--- src/rtl/fetch_stage.sv ---
// fetch_stage: instruction fetch stage with PC register and IF/ID pipeline register.
//
// Parameters
//   N         PC / branch-target width in bits
//   PC_RESET  PC value loaded on reset
//
// Ports
//   clk            in   clock, all state updates on rising edge
//   reset          in   synchronous active-high reset
//   stall          in   hold PC and IF/ID (hazard unit request)
//   flush          in   load a bubble into IF/ID
//   pc_src         in   redirect PC to branch_target
//   branch_target  in   N   redirect address (low two bits ignored)
//   imem_addr      out  N   instruction memory address (current PC)
//   imem_data      in   32  instruction word for imem_addr
//   if_id_pc       out  N   PC of the instruction held in IF/ID
//   if_id_instr    out  32  instruction held in IF/ID
//   if_id_valid    out  1   IF/ID holds a real instruction
//   fetch_count    out  32  instructions latched into IF/ID since reset
module fetch_stage #(
  parameter int unsigned     N        = 64,
  parameter logic [N-1:0]    PC_RESET = '0
) (
  input  logic          clk,
  input  logic          reset,
  input  logic          stall,
  input  logic          flush,
  input  logic          pc_src,
  input  logic [N-1:0]  branch_target,
  output logic [N-1:0]  imem_addr,
  input  logic [31:0]   imem_data,
  output logic [N-1:0]  if_id_pc,
  output logic [31:0]   if_id_instr,
  output logic          if_id_valid,
  output logic [31:0]   fetch_count
);

  logic [N-1:0] pc_q, pc_d;
  logic [N-1:0] if_id_pc_q, if_id_pc_d;
  logic [31:0]  if_id_instr_q, if_id_instr_d;
  logic         if_id_valid_q, if_id_valid_d;
  logic [31:0]  fetch_count_q, fetch_count_d;

  // PC: redirect wins over stall; flush has no effect on the PC.
  always_comb begin
    pc_d = pc_q;
    if (pc_src) begin
      pc_d = {branch_target[N-1:2], 2'b00};
    end else if (!stall) begin
      pc_d = pc_q + N'(4);
    end
  end

  // IF/ID: flush wins over stall; the counter only counts real latches.
  always_comb begin
    if_id_pc_d    = if_id_pc_q;
    if_id_instr_d = if_id_instr_q;
    if_id_valid_d = if_id_valid_q;
    fetch_count_d = fetch_count_q;
    if (flush) begin
      if_id_pc_d    = '0;
      if_id_instr_d = '0;
      if_id_valid_d = 1'b0;
    end else if (!stall) begin
      if_id_pc_d    = pc_q;
      if_id_instr_d = imem_data;
      if_id_valid_d = 1'b1;
      fetch_count_d = fetch_count_q + 32'd1;
    end
  end

  always_ff @(posedge clk) begin
    if (reset) begin
      pc_q          <= PC_RESET;
      if_id_pc_q    <= '0;
      if_id_instr_q <= '0;
      if_id_valid_q <= 1'b0;
      fetch_count_q <= '0;
    end else begin
      pc_q          <= pc_d;
      if_id_pc_q    <= if_id_pc_d;
      if_id_instr_q <= if_id_instr_d;
      if_id_valid_q <= if_id_valid_d;
      fetch_count_q <= fetch_count_d;
    end
  end

  assign imem_addr   = pc_q;
  assign if_id_pc    = if_id_pc_q;
  assign if_id_instr = if_id_instr_q;
  assign if_id_valid = if_id_valid_q;
  assign fetch_count = fetch_count_q;

endmodule

--- config.mk ---
export PLATFORM = sky130hd
export DESIGN_NAME = fetch_stage
export DESIGN_NICKNAME = d
export VERILOG_FILES = /design/src/rtl/fetch_stage.sv
export SDC_FILE = /design/constraint.sdc
export NUM_CORES = 1
export LEC_CHECK = 0
export ABC_AREA = 0
export BUFFER_PORTS_ARGS = -buffer_cell sky130_fd_sc_hd__clkbuf_2
export CORE_MARGIN = 2
export CORE_UTILIZATION = 45
export DETAILED_ROUTE_END_ITERATION = 6
export HOLD_SLACK_MARGIN = 0.15
export PLACE_DENSITY = 0.76
export SETUP_SLACK_MARGIN = 0.5
export SKIP_CTS_REPAIR_TIMING = 1
export SYNTH_ARGS = -nofsm -noshare
export SYNTH_HDL_FRONTEND = slang
export SYNTH_SLANG_ARGS = --single-unit
--- constraint.sdc ---
create_clock -name clk -period 3.83 [get_ports clk]
set_input_delay 0.383 -clock clk [delete_from_list [all_inputs] [get_ports clk]]
set_output_delay 0.383 -clock clk [all_outputs]
set_load 0.1 [all_outputs]
==> results by group, run 1 <==
Global route
  – Global-route wire length before repair: 36430 µm
  – Global Route Usage Sum: 0.2232
  – Initial antenna violation count: 1
  – Grt ovf: 0
  – Vias in the first global route: 7217
  – Pin count of the biggest net entering global routing: 96

STA
  – Max Clk Rate: 0.3370 GHz
  – Post-layout min period: 2.968 ns
  – Final period util: 0.7749
  – Setup_tns: 0 ns
  – Final hold vios: 0
  – Worst-Margin Slew: 1.088 ns
  – Slew HR: 0.2746
  – Final Setup Violations: 0
  – Slew Limit Fails: 0
  – RSZ-0062 raised after global routing: no
  – Skew final: 0.01208 ns

Detailed routing
  – DRT iter0 DRCs: 468
  – Antenna-violating nets left: 0
  – First-pass DRT Iterations: 7
  – Drt total wl: 22250 µm
  – Vias/cell: 5.401
  – WL/cell: 15.59 µm
  – DRC viols: 0
  – Via count: 7707

Worst setup path
  – Reg2Reg Depth: 5
  – Crit-path leading delay family: simple AND/OR/NAND/NOR gates
  – Worst Setup End Kind: flip-flop
  – CP Class: flip-flop to flip-flop
  – Total number of cells along the worst setup path: 5
  – Crit-path slowest cell: or4_1
  – CP Data Arrival Time: 3.31 ns
  – CP Data Required Time: 4.17 ns
  – Crit start category: flip-flop
  – Worst path bufs/invs: 0
  – Max stage delay on crit path: 0.70 ns
  – Worst-path cell chain: nand3_1 -> nor3_1 -> nand4_1 -> or4_1 -> a311oi_1
  – Crit-path max FO: 13

Die
  – Die area: 19750 µm²
  – Die Ht: 140.5 µm
  – Initial Util: 0.4623
  – Io pins: 294
  – Die width: 140.5 µm
  – Core Box Area: 18150 µm²
  – Rows: 49

Synth
  – Synth Flop Type: dfxtp_1
  – Yosys reg bits: 189
  – Netlist cell types: 49
  – Post-synth EDFFs: 0
  – Synth warn: 0
  – Mean post-synth cell area: 8.973 µm²
  – Post-Synthesis Cells: 935
  – Synth async-reset ratio: 0
  – Synth area leader: dfxtp_1
  – Post-Syn Area: 8389 µm²
  – Yosys top cell area share: 0.4510
  – Register area share after synthesis: 0.4510
  – Synth area leaders: dfxtp_1 45%, mux2i_1 12%, nor2_1 8.1%, xnor2_1 3.5%, xor2_1 2.6%

Final layout
  – Area grow syn2layout: 24.86%
  – N_diodes: 0
  – Filler instances: 1666
  – Share of layout cells above drive strength 1: 0.2805
  – Nets: 1288

Min path
  – Hold crit path type: input port to flip-flop
  – Hold path cells: 3

CTS
  – Total CTS buffers: 17
  – Root Driver: clkbuf_16
  – CTS tree: done
  – Sink Count: 189
  – Worst-path clk slew: 0.07 ns
  – Clk_lat worst skew: 0.43 ns
  – Clock tree buffer depth: 2
  – H-tree depth: 4

Placement
  – Final GP Congestion: 0.8266
  – HPWL after DPL: 15750 µm
  – Port bufs: 287

Pwr
  – PwrDens: 447.7 nW/µm²
  – Pleak: 4.573 nW
  – Tot Pwr: 0.004689 W
  – Peak supply drop: 316.1 µV

Flow run
  – Max-capacitance violation count: 0

Outcome
  – Outcome: finished, final reports clean
==> metal layers <==
layer  track usage  up-vias  part of all wire
met2        0.3578      256              0.47
met1        0.2896     3584              0.44
li1              -     3818                 -
met4       0.09842        2             0.030
met5             0        -           0.00072
met3       0.04991       47             0.059
==> tightest hold or removal path, stage by stage <==
cell and delay [ns]:
clkbuf_2 0.07, mux2i_1 0.05, nor2_1 0.07
==> registers in the layout, indices dropped and copies added (netlist names) <==
name / count
if_id_pc: 62
imem_addr: 62
fetch_count: 32
if_id_instr: 32
if_id_valid: 1
==> report_power, final <==
group          switching, W  internal (W)  leakage, nW
Sequential        0.0000880       0.00203         1.54
Combinational      0.000702      0.000184         2.77
Clock              0.000827      0.000854        0.260
Total               0.00162       0.00307         4.57
==> Yosys cell counts (16+ instances only) <==
master     instances
nor3_1            30
a2111oi_0         16
nand3_1           33
xor2_1            25
mux2i_1           99
dfxtp_1          189
clkbuf_1          46
nand4_1           27
a211oi_1          19
nand2_1           40
xnor2_1           34
inv_1             24
nor2_1           182
==> cell usage in the layout (no fill, tap or decap), types with 4 or more instances in the layout <==
cell type / instances
nor4_1: 14
xor2_1: 25
a211oi_1: 19
xnor2_1: 34
clkbuf_2: 285
nand3_1: 33
or3_1: 7
nor2_1: 182
and4_1: 13
inv_1: 23
nor4b_1: 12
clkinvlp_4: 5
mux2i_1: 99
inv_8: 4
dfxtp_1: 189
nand4_1: 27
and2_1: 4
a311oi_1: 15
o31ai_1: 4
and3_1: 12
nor3_1: 30
nand2_1: 40
buf_4: 9
conb_1: 4
a2111oi_0: 16
nor2b_1: 6
clkbuf_16: 17
a21oi_1: 14
or4_1: 8
o21ai_0: 7
==> path summary, 6_finish.rpt <==
kind,slack [ns],from,to
max reg2reg,0.86,imem_addr[5]$_SDFFE_PP0P_,imem_addr[53]$_SDFFE_PP0P_
min reg2reg,0.46,if_id_valid$_SDFFE_PP0N_,if_id_valid$_SDFFE_PP0N_
min,0.18,imem_data[22],if_id_instr[22]$_SDFFE_PP0N_
max,0.86,imem_addr[5]$_SDFFE_PP0P_,imem_addr[53]$_SDFFE_PP0P_
==> logic make-up after synthesis <==
| family | count (synthesis) | share of synthesized area |
|---|---|---|
| DFF | 189 | 0.4510 |
| other | 1 | 0.0004470 |
| AOI/OAI and AO/OA | 89 | 0.08128 |
| muxes | 99 | 0.1181 |
| and+or+nand+nor | 404 | 0.2403 |
| adders and majority gates | 2 | 0.002982 |
| xor gates and xnor gates | 59 | 0.06160 |
| buffers and inverters | 92 | 0.04430 |
==> final cells by class <==
class	instances	area [µm²]	share of cell area
clock buffer	17	425.4	0.04061
clock inverter	15	131.4	0.01254
inverter	24	90.09	0.008600
multi-input combinational	657	4248	0.4055
sequential	189	3784	0.3612
tap	229	286.5	0.02735
timing repair buffer	296	1510	0.1442
==> stage by stage <==
| stage | worst slack (ns) | cells | utilization | cell area [µm²] | hold slack, ns |
|---|---|---|---|---|---|
| global placement | 1.005 | 1395 | 0.5465 | 9918 | 0.4336 |
| floorplan | 0.5540 | 938 | - | 8401 | 0.5257 |
| CTS | 0.9068 | 1427 | 0.5772 | 10480 | 0.1663 |
| global route | 0.6237 | 1427 | 0.5772 | 10480 | 0.1795 |
| detailed placement | 0.9442 | 1395 | 0.5465 | 9918 | 0.4548 |
| finish | 0.8622 | 1427 | 0.5772 | 10480 | 0.1790 |
No activity file was read; power rests on OpenSTA's default activity.
==> inputs of run 2 (changes only) <==
PLACE_DENSITY = 0.79   (was 0.76)
clock period = 2.5 ns   (was 3.83 ns; I/O delays follow)
==> results by group, run 2 (synthesized netlist as in run 1, its figures left out) <==
Outcome
  – Outcome: finished, final reports clean

Placement
  – Final GP Congestion: 0.8441
  – HPWL after DPL: 17290 µm
  – Port bufs: 287

Final layout
  – Nets: 1423
  – Area grow syn2layout: 48.01%
  – Most frequent cells in the layout: 285 x clkbuf_2, 182 x nor2_1, 113 x dfxtp_1
  – Commonest non-fill, non-tap cell in the layout: clkbuf_2
  – Filler instances: 1343
  – N_diodes: 0
  – Finished Core Util: 0.6842
  – Share of layout cells above drive strength 1: 0.3856

Die
  – Initial Util: 0.4623
  – Core Box Area: 18150 µm²
  – Io pins: 294
  – Rows: 49
  – Die width: 140.5 µm
  – Die area: 19750 µm²
  – Die Ht: 140.5 µm

Worst setup path
  – Reg2Reg Capture Point: imem_addr[60]$_SDFFE_PP0P_
  – Crit. Startpoint: imem_addr[29]$_SDFFE_PP0P_
  – R2R Setup Slk: 0.25 ns
  – CP Class: flip-flop to flip-flop
  – Reg2Reg Depth: 7
  – Worst-path cell chain: and4_4 -> nand4_1 -> buf_4 -> or4_4 -> buf_8 -> nor4b_4 -> a2111oi_1
  – CP Data Required Time: 2.77 ns
  – Worst Setup End Kind: flip-flop
  – Max stage delay on crit path: 0.51 ns
  – Crit-path slowest cell: or4_4
  – Crit start category: flip-flop
  – Crit-path max FO: 7
  – CP Data Arrival Time: 2.52 ns
  – Worst R2R Start: imem_addr[29]$_SDFFE_PP0P_

CTS
  – Clk_lat worst skew: 0.43 ns
  – Worst-path clk slew: 0.07 ns
  – Total CTS buffers: 17
  – Clock tree buffer depth: 2
  – Root Driver: clkbuf_16
  – CTS tree: done
  – Sink Count: 189
  – H-tree depth: 4

Pwr
  – PwrDens: 608.7 nW/µm²
  – Pleak: 5.405 nW
  – Peak supply drop: 547.5 µV

Detailed routing
  – First-pass DRT Iterations: 6
  – Vias/cell: 5.516
  – WL/cell: 17.28 µm
  – DRC viols: 0
  – Drt total wl: 26990 µm
  – DRT iter0 DRCs: 483
  – Antenna-violating nets left: 0
  – Via count: 8616

Global route
  – Global-route wire length before repair: 37220 µm
  – Initial antenna violation count: 0
  – Grt ovf: 0
  – Global Route Usage Sum: 0.2318
  – Pin count of the biggest net entering global routing: 72
  – Vias in the first global route: 7199

STA
  – Final hold vios: 0
  – Slew HR: 0.2682
  – Skew final: 0.01210 ns
  – Worst-Margin Slew: 1.098 ns
  – Hold Slack: 0.1338 ns
  – Final period util: 0.9011
  – Slew Limit Fails: 0
  – Max Clk Rate: 0.4439 GHz
  – Final Setup Violations: 0
  – Post-layout min period: 2.253 ns
  – Setup_tns: 0 ns
  – RSZ-0062 raised after global routing: yes

Min path
  – Hold Crit Start: branch_target[49]
  – Hold EP: imem_addr[49]$_SDFFE_PP0P_
  – Hold crit path type: input port to flip-flop
  – Hold path cells: 3

Flow run
  – Max-capacitance violation count: 0
[run 2: cell types whose count changed in the layout (fill, tap and decap cells not counted), sizes merged]
cell         change
clkinv           +1
buf             +47
dlygate4sd3     +88
bufinv           +1
clkinvlp         -3
clkbuf           +1
[run 2: worst max-delay path, delay by kind of cell, from the launching register on]
kind | cells | cell delay [ns]
and+or+nand+nor | 4 | 1.24
buffers and inverters | 2 | 0.40
AOI/OAI and AO/OA | 1 | 0.07
DFF | 1 | 0.38
[run 2: worst max path at each step]
stage,endpoint,slack [ns]
6_report,imem_addr[60]$_SDFFE_PP0P_,0.25
2_1_floorplan,imem_addr[52]$_SDFFE_PP0P_,-0.09
3_5_place_dp,imem_addr[44]$_SDFFE_PP0P_,0.11
5_1_grt,imem_addr[60]$_SDFFE_PP0P_,0.14
3_3_place_gp,imem_addr[44]$_SDFFE_PP0P_,0.18
4_1_cts,imem_addr[44]$_SDFFE_PP0P_,0.1
[run 2: routing by layer]
| layer | GRT usage | vias to the layer above | wire length, µm |
|---|---|---|---|
| met5 | 0 | - | 0 |
| met4 | 0.06947 | 0 | 688 |
| met3 | 0.05744 | 64 | 1758 |
| met2 | 0.3854 | 369 | 13460 |
| met1 | 0.2995 | 4088 | 11080 |
| li1 | - | 4095 | - |
[run 2: cell type report]
type	instances	area (µm²)	share of cell area
Multi-Input combinational cell	657	4632	0.3730
Sequential cell	189	4001	0.3222
Timing Repair Buffer	431	2809	0.2262
Clock buffer	18	450.4	0.03628
Tap cell	229	286.5	0.02308
Clock inverter	14	147.6	0.01189
Inverter	24	90.09	0.007255
[run 2: per-stage QoR]
| stage | worst slack [ns] | cells | cell area, µm² | total power, W |
|---|---|---|---|---|
| after floorplan | -0.09039 | 938 | 8855 | 0.004399 |
| after global placement | 0.1798 | 1416 | 10490 | 0.004677 |
| after detailed placement | 0.1140 | 1416 | 10490 | 0.004696 |
| after CTS | 0.09709 | 1448 | 11080 | 0.007435 |
| after global routing | 0.1388 | 1562 | 12420 | 0.007784 |
| final | 0.2473 | 1562 | 12420 | 0.007558 |
[run 2: power by group]
group          switching, W  internal (W)
sequential         0.000144       0.00309
combinational       0.00115      0.000406
clock               0.00129       0.00147
total               0.00258       0.00497
==> inputs of run 3 (changes only) <==
RECOVER_POWER = 25   (was default)
==> results by group, run 3 (synthesized netlist as in run 1, its figures left out) <==
Worst setup path
  – CP Class: flip-flop to flip-flop
  – Crit start category: flip-flop
  – CP Data Required Time: 2.74 ns
  – Crit-path slowest cell: or4_4
  – Worst Setup End Kind: flip-flop
  – Crit-path leading delay family: simple AND/OR/NAND/NOR gates
  – Worst-path cell chain: and4_4 -> nand4_1 -> buf_4 -> or4_4 -> buf_8 -> nor4b_1 -> a2111oi_1
  – Worst path bufs/invs: 2
  – Max stage delay on crit path: 0.51 ns
  – CP Data Arrival Time: 2.55 ns
  – Crit-path max FO: 7

Final layout
  – Most frequent cells in the layout: 285 x clkbuf_2, 182 x nor2_1, 113 x dfxtp_1
  – Commonest non-fill, non-tap cell in the layout: clkbuf_2
  – Filler instances: 1344
  – Area grow syn2layout: 47.93%
  – N_diodes: 0
  – Share of layout cells above drive strength 1: 0.3841
  – Fin cells: 1562
  – Nets: 1423

Pwr
  – PwrDens: 608.6 nW/µm²
  – Peak supply drop: 547.7 µV
  – Tot Pwr: 0.007553 W
  – Pleak: 5.400 nW

Placement
  – Pre-CTS setup slack: 0.1140 ns
  – Final GP Congestion: 0.8441
  – Cells after DPL: 1416
  – Port bufs: 287
  – HPWL after DPL: 17290 µm

STA
  – Max Clk Rate: 0.4337 GHz
  – Slew Limit Fails: 32
  – RSZ-0062 raised after global routing: yes
  – Slew HR: -0.001752
  – Setup_tns: 0 ns
  – PnR worst setup slack: 0.1944 ns
  – Skew final: 0.01241 ns
  – Final period util: 0.9222
  – Worst-Margin Slew: 1.503 ns
  – Post-layout min period: 2.306 ns
  – Final Setup Violations: 0
  – Final hold vios: 0
  – Hold Slack: 0.1369 ns

Die
  – Die Ht: 140.5 µm
  – Die area: 19750 µm²
  – Rows: 49
  – Io pins: 294
  – Die width: 140.5 µm
  – Initial Util: 0.4623
  – Core Box Area: 18150 µm²

Global route
  – Global-route wire length before repair: 37220 µm
  – Initial antenna violation count: 0
  – Vias in the first global route: 7199
  – Grt ovf: 0
  – Pin count of the biggest net entering global routing: 72
  – Global Route Usage Sum: 0.2318

Min path
  – Hold crit path type: input port to flip-flop

CTS
  – H-tree depth: 4
  – Root Driver: clkbuf_16
  – Clk_lat worst skew: 0.43 ns
  – CTS tree: done
  – Worst-path clk slew: 0.08 ns
  – Total CTS buffers: 17
  – Sink Count: 189
  – Clock tree buffer depth: 2

Flow run
  – Max-capacitance violation count: 1

Detailed routing
  – WL/cell: 17.29 µm
  – Vias/cell: 5.508
  – Via count: 8604
  – First-pass DRT Iterations: 6
  – DRC viols: 0
  – DRT iter0 DRCs: 508
  – Antenna-violating nets left: 0
  – Drt total wl: 27010 µm

Outcome
  – Violated checks: capacitance limit, slew limit
  – Outcome: complete, but fails checks
[run 3: changes by cell type in the layout (fill, tap and decap cells not counted), sizes merged]
cell,change
buf,-1
clkbuf,+1
[run 3: cell type report]
type | count | area [µm²] | share of cell area
timing repair buffer | 431 | 2805 | 0.2260
inverter | 24 | 90.09 | 0.007259
clock inverter | 14 | 147.6 | 0.01190
multi-input combinational | 657 | 4629 | 0.3730
tap | 229 | 286.5 | 0.02309
sequential | 189 | 4001 | 0.3224
clock buffer | 18 | 450.4 | 0.03629
[run 3: path summary, 6_finish.rpt]
kind	from	cells past startpoint	slack, ns	end
setup / recovery	imem_addr[29]$_SDFFE_PP0P_	7	0.19	imem_addr[62]$_SDFFE_PP0P_
hold / removal	branch_target[49]	3	0.14	imem_addr[49]$_SDFFE_PP0P_
setup reg to reg	imem_addr[29]$_SDFFE_PP0P_	7	0.19	imem_addr[62]$_SDFFE_PP0P_
hold reg to reg	if_id_valid$_SDFFE_PP0N_	2	0.45	if_id_valid$_SDFFE_PP0N_
[run 3: tightest hold or removal path, cell delays in order]
cell	delay [ns]
clkbuf_2	0.10
nor2_1	0.11
a311oi_2	0.06
[run 3: through the flow]
step | area (µm²) | utilization
after floorplan | 8855 | -
after global placement | 10490 | 0.5778
after detailed placement | 10490 | 0.5778
after CTS | 11080 | 0.6107
after global routing | 12410 | 0.6839
final | 12410 | 0.6839
[run 3: where the power goes]
part / leakage, nW / switching [W] / total, W / internal [W]
sequential: 1.59 / 0.000144 / 0.00324 / 0.00309
clock: 0.290 / 0.00129 / 0.00276 / 0.00147
combinational: 3.52 / 0.00115 / 0.00155 / 0.000405
total: 5.40 / 0.00258 / 0.00755 / 0.00497
[run 3: per-layer routing]
metal  vias up  GRT usage  routed length [µm]
li1       4096          -                   -
met1      4075     0.2995               11100
met2       370     0.3854               13470
met3        63    0.05744                1758
met4         0    0.06947                 677
met5         -          0                   0
